$ cat config.mk
export PLATFORM = sky130hd
export DESIGN_NAME = pll_apb_cfg_master
export DESIGN_NICKNAME = d
export VERILOG_FILES = /design/src/rtl/pll_apb_cfg_master.sv
export SDC_FILE = /design/constraint.sdc
export NUM_CORES = 1
export LEC_CHECK = 0
export ABC_AREA = 1
export BUFFER_PORTS_ARGS = -buffer_cell sky130_fd_sc_hd__buf_2
export CAP_MARGIN = 30
export CORE_MARGIN = 1.5
export CORE_UTILIZATION = 30
export DETAILED_ROUTE_END_ITERATION = 7
export GPL_TIMING_DRIVEN = 1
export SYNTH_ARGS = -nofsm -noshare
export SYNTH_HDL_FRONTEND = slang
export SYNTH_SLANG_ARGS = --single-unit
$ cat constraint.sdc
create_clock -name clkin1 -period 2.54 [get_ports clkin1]
set_input_delay 0.127 -clock clkin1 [delete_from_list [all_inputs] [get_ports clkin1]]
set_output_delay 0.127 -clock clkin1 [all_outputs]
set_load 0.01 [all_outputs]
$ cat src/rtl/pll_apb_cfg_master.sv
// APB requester for the PLL dynamic-configuration port: runs one register read/write
// per fabric command, optionally followed by a PLL reset pulse and a wait for lock.
module pll_apb_cfg_master #(
  parameter int APB_TIMEOUT  = 255,
  parameter int RST_CYCLES   = 16,
  parameter int LOCK_TIMEOUT = 65535,
  parameter int SYNC_STAGES  = 2
) (
  input  logic        clkin1,
  input  logic        rst,
  input  logic        cmd_valid_i,
  output logic        cmd_ready_o,
  input  logic        cmd_write_i,
  input  logic [4:0]  cmd_addr_i,
  input  logic [15:0] cmd_wdata_i,
  input  logic        cmd_relock_i,
  output logic        rsp_valid_o,
  output logic [15:0] rsp_rdata_o,
  output logic [1:0]  rsp_err_o,
  output logic        apb_sel_o,
  output logic        apb_en_o,
  output logic        apb_write_o,
  output logic [4:0]  apb_addr_o,
  output logic [15:0] apb_wdata_o,
  input  logic [15:0] apb_rdata_i,
  input  logic        apb_ready_i,
  output logic        pll_rst_o,
  input  logic        lock_i,
  output logic        lock_sync_o,
  output logic        lock_lost_o
);

  localparam int APB_CW  = $clog2(APB_TIMEOUT + 1);
  localparam int RST_CW  = $clog2(RST_CYCLES + 1);
  localparam int LOCK_CW = $clog2(LOCK_TIMEOUT + 1);

  localparam logic [1:0] ERR_OK   = 2'd0;
  localparam logic [1:0] ERR_APB  = 2'd1;
  localparam logic [1:0] ERR_LOCK = 2'd2;

  typedef enum logic [2:0] {
    S_IDLE,
    S_SETUP,
    S_ACCESS,
    S_RST_HOLD,
    S_LOCK_WAIT,
    S_RESP
  } state_e;

  state_e               state_q, state_d;
  logic                 write_q, write_d;
  logic [4:0]           addr_q, addr_d;
  logic [15:0]          wdata_q, wdata_d;
  logic                 relock_q, relock_d;
  logic [15:0]          rdata_q, rdata_d;
  logic [1:0]           err_q, err_d;
  logic [15:0]          rsp_rdata_q, rsp_rdata_d;
  logic [1:0]           rsp_err_q, rsp_err_d;
  logic [APB_CW-1:0]    apb_cnt_q, apb_cnt_d;
  logic [RST_CW-1:0]    rst_cnt_q, rst_cnt_d;
  logic [LOCK_CW-1:0]   lock_cnt_q, lock_cnt_d;
  logic                 pll_rst_q;
  logic [SYNC_STAGES-1:0] sync_q;
  logic                 lock_prev_q;
  logic                 lock_lost_q;
  logic                 lock_sync;

  assign lock_sync = sync_q[SYNC_STAGES-1];

  // NOTE: every always_comb output gets its hold value first so no path can infer a latch.
  always_comb begin
    state_d     = state_q;
    write_d     = write_q;
    addr_d      = addr_q;
    wdata_d     = wdata_q;
    relock_d    = relock_q;
    rdata_d     = rdata_q;
    err_d       = err_q;
    rsp_rdata_d = rsp_rdata_q;
    rsp_err_d   = rsp_err_q;
    apb_cnt_d   = apb_cnt_q;
    rst_cnt_d   = rst_cnt_q;
    lock_cnt_d  = lock_cnt_q;

    unique case (state_q)
      S_IDLE: begin
        if (cmd_valid_i) begin
          state_d  = S_SETUP;
          write_d  = cmd_write_i;
          addr_d   = cmd_addr_i;
          wdata_d  = cmd_write_i ? cmd_wdata_i : 16'h0000;
          relock_d = cmd_write_i & cmd_relock_i;
          rdata_d  = 16'h0000;
          err_d    = ERR_OK;
        end
      end
      S_SETUP: begin
        state_d   = S_ACCESS;
        apb_cnt_d = '0;
      end
      S_ACCESS: begin
        if (apb_ready_i) begin
          rdata_d = write_q ? 16'h0000 : apb_rdata_i;
          if (write_q && relock_q) begin
            state_d   = S_RST_HOLD;
            rst_cnt_d = '0;
          end else begin
            state_d = S_RESP;
          end
        end else if (apb_cnt_q >= APB_CW'(APB_TIMEOUT - 1)) begin
          err_d   = ERR_APB;
          state_d = S_RESP;
        end else begin
          apb_cnt_d = apb_cnt_q + 1'b1;
        end
      end
      S_RST_HOLD: begin
        if (rst_cnt_q >= RST_CW'(RST_CYCLES - 1)) begin
          state_d    = S_LOCK_WAIT;
          lock_cnt_d = '0;
        end else begin
          rst_cnt_d = rst_cnt_q + 1'b1;
        end
      end
      S_LOCK_WAIT: begin
        if (lock_sync) begin
          state_d = S_RESP;
        end else if (lock_cnt_q >= LOCK_CW'(LOCK_TIMEOUT - 1)) begin
          err_d   = ERR_LOCK;
          state_d = S_RESP;
        end else begin
          lock_cnt_d = lock_cnt_q + 1'b1;
        end
      end
      S_RESP:  state_d = S_IDLE;
      default: state_d = S_IDLE;
    endcase

    // Response registers only move on RESP entry so they hold between responses.
    if (state_d == S_RESP && state_q != S_RESP) begin
      rsp_rdata_d = rdata_d;
      rsp_err_d   = err_d;
    end
  end

  // NOTE: sequential state uses non-blocking assignments so all flops sample pre-edge values.
  always_ff @(posedge clkin1) begin
    if (rst) begin
      state_q     <= S_IDLE;
      write_q     <= 1'b0;
      addr_q      <= '0;
      wdata_q     <= '0;
      relock_q    <= 1'b0;
      rdata_q     <= '0;
      err_q       <= ERR_OK;
      rsp_rdata_q <= '0;
      rsp_err_q   <= ERR_OK;
      apb_cnt_q   <= '0;
      rst_cnt_q   <= '0;
      lock_cnt_q  <= '0;
      pll_rst_q   <= 1'b1;
      sync_q      <= '0;
      lock_prev_q <= 1'b0;
      lock_lost_q <= 1'b0;
    end else begin
      state_q     <= state_d;
      write_q     <= write_d;
      addr_q      <= addr_d;
      wdata_q     <= wdata_d;
      relock_q    <= relock_d;
      rdata_q     <= rdata_d;
      err_q       <= err_d;
      rsp_rdata_q <= rsp_rdata_d;
      rsp_err_q   <= rsp_err_d;
      apb_cnt_q   <= apb_cnt_d;
      rst_cnt_q   <= rst_cnt_d;
      lock_cnt_q  <= lock_cnt_d;
      pll_rst_q   <= (state_d == S_RST_HOLD);
      sync_q      <= {sync_q[SYNC_STAGES-2:0], lock_i};
      lock_prev_q <= lock_sync;
      // Falling lock only reported from IDLE; during relock the drop is expected.
      lock_lost_q <= lock_prev_q & ~lock_sync & (state_q == S_IDLE);
    end
  end

  assign cmd_ready_o = (state_q == S_IDLE) && !rst;
  assign apb_sel_o   = (state_q == S_SETUP) || (state_q == S_ACCESS);
  assign apb_en_o    = (state_q == S_ACCESS);
  assign apb_write_o = write_q;
  assign apb_addr_o  = addr_q;
  assign apb_wdata_o = wdata_q;
  assign rsp_valid_o = (state_q == S_RESP);
  assign rsp_rdata_o = rsp_rdata_q;
  assign rsp_err_o   = rsp_err_q;
  assign pll_rst_o   = pll_rst_q;
  assign lock_sync_o = lock_sync;
  assign lock_lost_o = lock_lost_q;

endmodule

* Yosys cells after proc, flatten, opt, wreduce, memory -nomap -nowiden *
Index checks and enable logic that the tools add are counted.

storage, ports and cells
  bits of input ports = 44
  logic and storage cells = 85
  output and inout port bits = 47
  flip-flop bits (word level) = 96

operators by class
  reduce and logical (&&, ||, !) cells = 13
  muxes and demuxes = 30
  bitwise logic cells = 4
  order comparisons = 3
  add/sub/neg operators = 3
  equal/unequal tests = 16

operator list
  cell                                                                     count
  16-bit 2-to-1 mux                                                        7
  16-bit case mux with 2 select lines                                      2
  3-bit 2-to-1 mux                                                         7
  16-bit by 1-bit adder with 16-bit output, second input constant          1
  16-bit >= comparator, second input constant                              1
  8-bit 2-to-1 mux                                                         2
  8-bit case mux with 2 select lines                                       1
  5-bit 2-to-1 mux                                                         3
  3-bit case mux with 5 select lines                                       1
  2-bit inequality test, second input constant                             6
  2-bit 2-to-1 mux                                                         5
  5-bit case mux with 2 select lines                                       1
  3-bit by 2-bit equality test with 1-bit output, second input constant    3
  3-bit equality test, second input constant                               3
  8-bit by 1-bit adder with 8-bit output, second input constant            1
  8-bit >= comparator, second input constant                               1
  4-bit AND reduction                                                      2
  2-bit case mux with 3 select lines                                       1
  2-bit nonzero test                                                       3
  5-bit by 1-bit adder with 5-bit output, second input constant            1
  5-bit by 4-bit >= comparator with 1-bit output, second input constant    1
  2-bit by 1-bit inequality test with 1-bit output, second input constant  2
  1-bit bitwise AND                                                        3
  3-bit by 1-bit equality test with 1-bit output, second input constant    1
  8 further kinds                                                          10

* Depth between registers and ports, before layout *
Gate-level depths: netlist of run 1.

  depth in word-level cells = 6
  mapped depth = 14
  gate-level depth less buffers = 14

* Worst setup path before layout of run 1 *
Ideal clock, no wire load.

  path type = register -> register
  start point = reg rst_cnt_q[0]
  end point = reg rsp_rdata_q[10] (netlist: rsp_rdata_o[10])
  data required time = 2.427 ns
  setup time = 0.113 ns
  cell stages (with the launch flop) = 11
  arrival = 1.875 ns
  buffers on the path = 1
  clock period less this slack = 1.988 ns
  slack = 0.552 ns
  path through = dfxtp_1 > ha_1 > nand2_1 > nor2_1 > ha_1 > or2_1 > o21ai_4 > nand3_2 > clkbuf_4 > a21oi_2 > nor2_2

on the way
  word-level cells in the longest chain between the ends = 5

RTL lines
  item                                            line  text
  start, declared                                 60    logic [RST_CW-1:0] rst_cnt_q, rst_cnt_d;
  start signal, assigned                          176   rst_cnt_q <= rst_cnt_d;
  5-bit by 4-bit >= comparator with 1-bit output  118   if (rst_cnt_q >= RST_CW'(RST_CYCLES - 1)) begin
  3-bit 2-to-1 mux                                118
  3-bit case mux with 5 select lines              85    unique case (state_q)
  3-bit equality test                             140   if (state_d == S_RESP && state_q != S_RESP) begin
  1-bit logical AND                               140
  end signal, assigned                            173   rsp_rdata_q <= rsp_rdata_d;
  end, declared                                   57    logic [15:0] rsp_rdata_q, rsp_rdata_d;

Every way passes these cells.
A chain may end at the register's enable or synchronous reset.

* Worst setup path in the final report of run 1 *
  start point = reg rst_cnt_q[0]
  end point = reg rsp_err_q[1] (netlist: rsp_err_o[1])

on the way
  word-level cells in the longest chain between the ends = 5

RTL lines
  item                                            line  text
  5-bit by 4-bit >= comparator with 1-bit output  118
  3-bit 2-to-1 mux                                118
  3-bit case mux with 5 select lines              85
  3-bit equality test                             140
  1-bit logical AND                               140
  end signal, assigned                            174   rsp_err_q <= rsp_err_d;
  end, declared                                   58    logic [1:0] rsp_err_q, rsp_err_d;

Every way passes these cells.

==> reports/summary.txt, run 1 <==
CP Capture Type - register
CTS H-tree lvls - 3
leading cell types by total area after synthesis - sky130_fd_sc_hd__dfxtp_1 41%, sky130_fd_sc_hd__nand2_1 11%, sky130_fd_sc_hd__a21oi_1 4.8%, sky130_fd_sc_hd__a21oi_2 4.6%, sky130_fd_sc_hd__nor2_1 4.6%
total CTS buffers - 9
count of placed standard cells including taps - 883
post-detailed-route count of antenna-violating nets - 0
area post-placement - 5275 um2
worst min-delay path category - in -> reg
wire per inst - 12.09 um
most instantiated library cell after synthesis - sky130_fd_sc_hd__nand2_1
fraction of layout cells with a size suffix above 1 - 27.43%
Port Buffer Count - 90
data arrival at the endpoint of the critical path - 2.48 ns
Syn Nets - 655
peak ir drop on the vdd network - 0.0003605 V
clk root buf - sky130_fd_sc_hd__clkbuf_16
die area - 16460 um2
number of standard cells after synthesis - 605
setup repair after global routing missed its margin - no
Multi-input gate area - 2407 um2
maximum number of buffers from clock root to sink - 2
effective utilization at floorplan - 30.87%
DIE WIDTH - 128.3 um
Die Span Y - 128.3 um
Worst-Skew Late Latency - 0.35 ns
Placement Rows - 45
post-DP HPWL - 7493 um
post-detailed-route via-to-cell ratio - 4.450
total global routing track utilization - 13.50%
IO Count - 91
number of cells in the finished layout apart from fillers - 900
netlist area before placement - 4711 um2
Synth cell types - 42
data required time at the worst endpoint - 2.79 ns
final sum of negative setup slack - 0 ns
run status - complete, no violations
cell leakage power - 2.331 nW
period utilization - 87.98%
final-stage net count - 734
count of inserted antenna diode cells - 0
Setup violations, final - 0
sequential element share of the synthesized area - 40.80%
number of enable flip-flop cells after synthesis - 0
Max-Slew Margin vs Limit - 52.36%
number of warning messages in the yosys log - 0
dominant cell type by area after synthesis - sky130_fd_sc_hd__dfxtp_1
pins over their slew limit - 0
Worst Path Max Fanout - 35
detailed-router iteration count before antenna repair - 4
number of fillers in the final layout - 1611
register area - 1922 um2
share of the core filled with cells - 36.68%
TritonCTS clock tree - built
GP Congestion - 0.8311
startpoint class of the critical path - register
global route overflow - 0
clock slew at the register clock pins of the worst setup and hold paths - 0.07 ns
post-route design area - 5597 um2
flip-flop and latch count after synthesis - 96
commonest register cell after synthesis - sky130_fd_sc_hd__dfxtp_1
most numerous cell types in the synthesized netlist - 138 x sky130_fd_sc_hd__nand2_1, 96 x sky130_fd_sc_hd__dfxtp_1, 58 x sky130_fd_sc_hd__nor2_1
FFs w/ async S/R, synth - 0%
number of global-route vias before repair - 3721
final critical path time including I/O delays and setup - 2.235 ns
Fmax achieved - 447.5 MHz
global-route wire length before repair - 17790 um
Detailed Route WL - 10880 um
area added between synthesis and finish - 18.80%
number of endpoints with negative hold slack in the final report - 0
routed via count - 4005
path type of the worst setup path - reg -> reg
antenna violations before repair - 0
largest net degree at the start of global routing - 65
clock skew - 0.01115 ns
total power density per cell area - 644.0 nW/um2
DRC violation total after the first TritonRoute iteration - 229
synthesized area per cell - 7.786 um2
core area - 15260 um2
Slew @ Worst Pin - 0.7146 ns
number of clock sinks - 96
DRC violations left - 0
max-cap check violation count - 0
area share of the largest cell type after synthesis - 40.80%
## power by group
part | total [W] | switching (W) | internal, W
clock network | 0.00142 | 0.000613 | 0.000804
registers | 0.00162 | 0.0000514 | 0.00157
logic | 0.000566 | 0.000376 | 0.000190
total | 0.00360 | 0.00104 | 0.00256
## cells in the final DEF (no fill, tap or decap), types with 4 or more instances in the layout
cell type	n
sky130_fd_sc_hd__a21oi_1	45
sky130_fd_sc_hd__a21oi_2	25
sky130_fd_sc_hd__a22oi_1	16
sky130_fd_sc_hd__buf_2	90
sky130_fd_sc_hd__buf_4	4
sky130_fd_sc_hd__clkbuf_16	9
sky130_fd_sc_hd__dfxtp_1	96
sky130_fd_sc_hd__ha_1	6
sky130_fd_sc_hd__inv_1	44
sky130_fd_sc_hd__inv_2	5
sky130_fd_sc_hd__inv_6	4
sky130_fd_sc_hd__nand2_1	138
sky130_fd_sc_hd__nand3_1	34
sky130_fd_sc_hd__nand3_2	17
sky130_fd_sc_hd__nand4_1	5
sky130_fd_sc_hd__nor2_1	58
sky130_fd_sc_hd__nor2_2	14
sky130_fd_sc_hd__nor2_4	4
sky130_fd_sc_hd__o21ai_0	8
sky130_fd_sc_hd__o21ai_1	5
sky130_fd_sc_hd__or2_1	17
sky130_fd_sc_hd__xor2_1	11
## flip-flops by register name, summed over array words and instances, names as in the netlist, 2 cells and up
name,cells
apb_addr_o,5
apb_cnt_q,8
apb_wdata_o,16
err_q,2
lock_cnt_q,16
rdata_q,16
rsp_err_o,2
rsp_rdata_o,16
rst_cnt_q,5
state_q,3
sync_q,2
## worst paths after layout
kind	cells past startpoint	start	endpoint	slack [ns]
worst max register to register	12	rst_cnt_q[0]	rsp_err_o[1]	0.31
worst max-delay path	12	rst_cnt_q[0]	rsp_err_o[1]	0.31
worst min-delay path	3	cmd_addr_i[0]	apb_addr_o[0]	0.02
worst min register to register	2	sync_q[0]	sync_q[1]	0.40
## critical path, stage by stage, from the launching register on
cell and delay (ns):
sky130_fd_sc_hd__dfxtp_1 0.35, sky130_fd_sc_hd__ha_1 0.22, sky130_fd_sc_hd__nand2_1 0.09, sky130_fd_sc_hd__nor2_1 0.05, sky130_fd_sc_hd__ha_1 0.16, sky130_fd_sc_hd__or2_1 0.25
sky130_fd_sc_hd__o21ai_4 0.29, sky130_fd_sc_hd__nand3_2 0.11, sky130_fd_sc_hd__buf_4 0.31, sky130_fd_sc_hd__nand2_1 0.15, sky130_fd_sc_hd__nand2_1 0.06, sky130_fd_sc_hd__nand2_1 0.05
sky130_fd_sc_hd__nor2_1 0.04
## cells by family (layout without fill, tap and decap cells)
group / after synthesis / count (layout) / share of synthesized area, %
simple gates: 302 / 302 / 31.50
fa+ha+maj: 6 / 6 / 1.594
compound gates: 109 / 109 / 15.59
flops: 96 / 96 / 40.80
buf+inv: 79 / 163 / 8.101
xor+xnor: 13 / 13 / 2.417
## stage by stage
stage,setup WS (ns),power [W],hold slack (ns)
floorplan,0.5519,0.002098,0.2340
finish,0.3052,0.003604,0.02394
detailed placement,0.3208,0.002223,0.3366
global placement,0.3649,0.002222,0.3308
CTS,0.2955,0.003663,0.005408
global route,0.09656,0.003769,0.01576
## repair_timing
action                                 in CTS  in global routing
resized for setup                           0                  0
setup buffers                               0                  0
endpoints found under the hold margin       1                  0
hold buffers                                1                  0
## area by class of cell
cell class                      instances  area share (%)
Multi-Input combinational cell        430           43.01
Tap cell                              211           4.717
Clock inverter                          6           1.297
Sequential cell                        96           34.34
Clock buffer                           10           4.270
Timing Repair Buffer                   95           8.764
Inverter                               52           3.599
## routing by layer
layer,GRT usage [%],part of all wire [%],vias to the layer above
met1,18.24,50,1811
met2,20.87,45,68
li1,-,-,2115
met4,4.362,1.2,0
met5,0,0,-
met3,3.756,3.7,11
(Power assumes the default switching activity.)
==> run 2, diff against run 1 <==
Clock period 2.54 ns to 2.8 ns, I/O delays scaled along.
==> reports/summary.txt, run 2 (synthesis gave the netlist of run 1 again) <==
postcts setup bufs - 0 (unchanged)
total CTS buffers - 9 (unchanged)
number of clock sinks - 96 (unchanged)
Max-Slew Margin vs Limit - 52.59% (was 52.36%)
share of the core filled with cells - 36.69% (was 36.68%)
wire per inst - 12.20 um (was 12.09 um)
detailed-router iteration count before antenna repair - 4 (unchanged)
max incr delay on CP - 0.35 ns (about the same)
Final Hold Slack - 0.04349 ns (was 0.02394 ns)
core area - 15260 um2 (unchanged)
Placement Rows - 45 (unchanged)
Multi-input gate area - 2407 um2 (unchanged)
count of inserted antenna diode cells - 0 (unchanged)
DIE WIDTH - 128.3 um (unchanged)
setup repair after global routing missed its margin - no (unchanged)
reg-to-reg critical path endpoint - rsp_err_o[1] (unchanged)
largest net degree at the start of global routing - 36 (was 65)
pins over their slew limit - 0 (unchanged)
run status - complete, no violations (unchanged)
maximum number of buffers from clock root to sink - 2 (unchanged)
area added between synthesis and finish - 18.83% (was 18.80%)
final-stage net count - 735 (was 734)
fraction of layout cells with a size suffix above 1 - 27.39% (was 27.43%)
total power density per cell area - 581.1 nW/um2 (was 644.0 nW/um2)
data required time at the worst endpoint - 3.04 ns (was 2.79 ns)
Setup violations, final - 0 (unchanged)
DRC violation total after the first TritonRoute iteration - 303 (was 229)
Hold Path Origin - cmd_addr_i[2] (was cmd_addr_i[0])
final sum of negative setup slack - 0 ns (unchanged)
clock skew - 0.008859 ns (was 0.01115 ns)
highest-count cells in the layout ignoring fill and taps - 138 x sky130_fd_sc_hd__nand2_1, 96 x sky130_fd_sc_hd__dfxtp_1, 90 x sky130_fd_sc_hd__buf_2 (unchanged)
number of endpoints with negative hold slack in the final report - 0 (unchanged)
Fmax achieved - 458.1 MHz (was 447.5 MHz)
post-detailed-route via-to-cell ratio - 4.395 (was 4.450)
number of global-route vias before repair - 3641 (was 3721)
effective utilization at floorplan - 30.87% (unchanged)
data arrival at the endpoint of the critical path - 2.42 ns (was 2.48 ns)
post-DP HPWL - 7704 um (was 7493 um)
R2R depth - 12 (unchanged)
Die Span Y - 128.3 um (unchanged)
clk root buf - sky130_fd_sc_hd__clkbuf_16 (unchanged)
slack of the worst reg-to-reg path - 0.62 ns (was 0.31 ns)
number of fillers in the final layout - 1619 (was 1611)
Port Buffer Count - 90 (unchanged)
Worst-Skew Late Latency - 0.34 ns (was 0.35 ns)
leading cell type in the layout, fill and taps excluded - sky130_fd_sc_hd__nand2_1 (unchanged)
max-cap check violation count - 0 (unchanged)
register area - 1922 um2 (unchanged)
path type of the worst setup path - reg -> reg (unchanged)
GP Congestion - 0.8255 (was 0.8311)
Reg-to-Reg Start - rst_cnt_q[0] (unchanged)
hold-critical path depth - 3 (unchanged)
IO Count - 91 (unchanged)
routed via count - 3960 (was 4005)
worst min-delay path category - in -> reg (unchanged)
clock slew at the register clock pins of the worst setup and hold paths - 0.07 ns (about the same)
antenna violations before repair - 0 (unchanged)
Detailed Route WL - 10990 um (was 10880 um)
TritonCTS clock tree - built (unchanged)
series of cell instances along the critical path - ha_1 > nand2_1 > nor2_1 > ha_1 > or2_1 > o21ai_4 > nand3_2 > buf_4 > nand2_1 > nand2_1 > nand2_1 > nor2_1 (unchanged)
Worst Path Max Fanout - 35 (unchanged)
Most common cell on crit path - sky130_fd_sc_hd__nand2_1 (unchanged)
peak ir drop on the vdd network - 0.0003395 V (was 0.0003605 V)
Slew @ Worst Pin - 0.7103 ns (was 0.7146 ns)
DRC violations left - 0 (unchanged)
CTS H-tree lvls - 3 (unchanged)
global-route wire length before repair - 18270 um (was 17790 um)
CP Capture Type - register (unchanged)
global route overflow - 0 (unchanged)
final critical path time including I/O delays and setup - 2.183 ns (was 2.235 ns)
total global routing track utilization - 13.79% (was 13.50%)
startpoint class of the critical path - register (unchanged)
cell leakage power - 2.335 nW (was 2.331 nW)
period utilization - 77.96% (was 87.98%)
cell with the largest stage delay on the worst path - sky130_fd_sc_hd__dfxtp_1 (unchanged)
worst hold endpoint - apb_addr_o[2] (was apb_addr_o[0])
die area - 16460 um2 (unchanged)
post-detailed-route count of antenna-violating nets - 0 (unchanged)
-- run 2: repair_timing --
item,in CTS,in global routing
endpoints found under the setup margin,0,0
resized for setup,0,0
endpoints found under the hold margin,1,0
hold buffers,1,0
-- run 2: through the flow --
stage | setup slack (ns) | total power (W) | cell area (um2) | std cells
final | 0.6171 | 0.003253 | 5598 | 901
after global routing | 0.4058 | 0.003405 | 5598 | 901
after CTS | 0.6138 | 0.003298 | 5598 | 901
after detailed placement | 0.6186 | 0.002020 | 5283 | 884
after global placement | 0.6552 | 0.002018 | 5283 | 884
after floorplan | 0.8119 | 0.001903 | 4711 | 605
-- run 2: metal layers --
layer | global-route usage, % | up-vias | part of all wire [%]
met4 | 3.239 | 0 | 1.1
li1 | - | 2120 | -
met3 | 3.255 | 12 | 4.5
met2 | 21.13 | 79 | 44
met5 | 0 | - | 0
met1 | 19.62 | 1749 | 51
-- run 2: worst max path at each step --
stage,start,endpoint,cells past startpoint
finish,rst_cnt_q[0],rsp_err_o[1],12
global route,rst_cnt_q[0],rsp_err_o[1],12
CTS,rst_cnt_q[0],rsp_err_o[1],12
detailed placement,rst_cnt_q[0],rsp_err_o[1],12
global placement,rst_cnt_q[0],rsp_err_o[1],12
floorplan,rst_cnt_q[0],rsp_rdata_o[10],10
-- run 2: final cells by class --
type | count | share of cell area [%]
tap | 211 | 4.716
inverter | 52 | 3.599
timing repair buffer | 96 | 8.896
clock inverter | 6 | 1.363
sequential | 96 | 34.33
clock buffer | 10 | 4.090
multi-input combinational | 430 | 43.00
-- run 2: worst max-delay path: cells and delay by family (launching register included) --
kind                       cells  cell delay (ns)
and+or+nand+nor                8             0.79
DFF                            1             0.35
adders and majority gates      2             0.38
AOI/OAI and AO/OA              1             0.27
buffers and inverters          1             0.31
-- run 2: power breakdown --
group          switching [W]  internal, W
logic               0.000342     0.000173
clock network       0.000558     0.000709
registers          0.0000464      0.00142
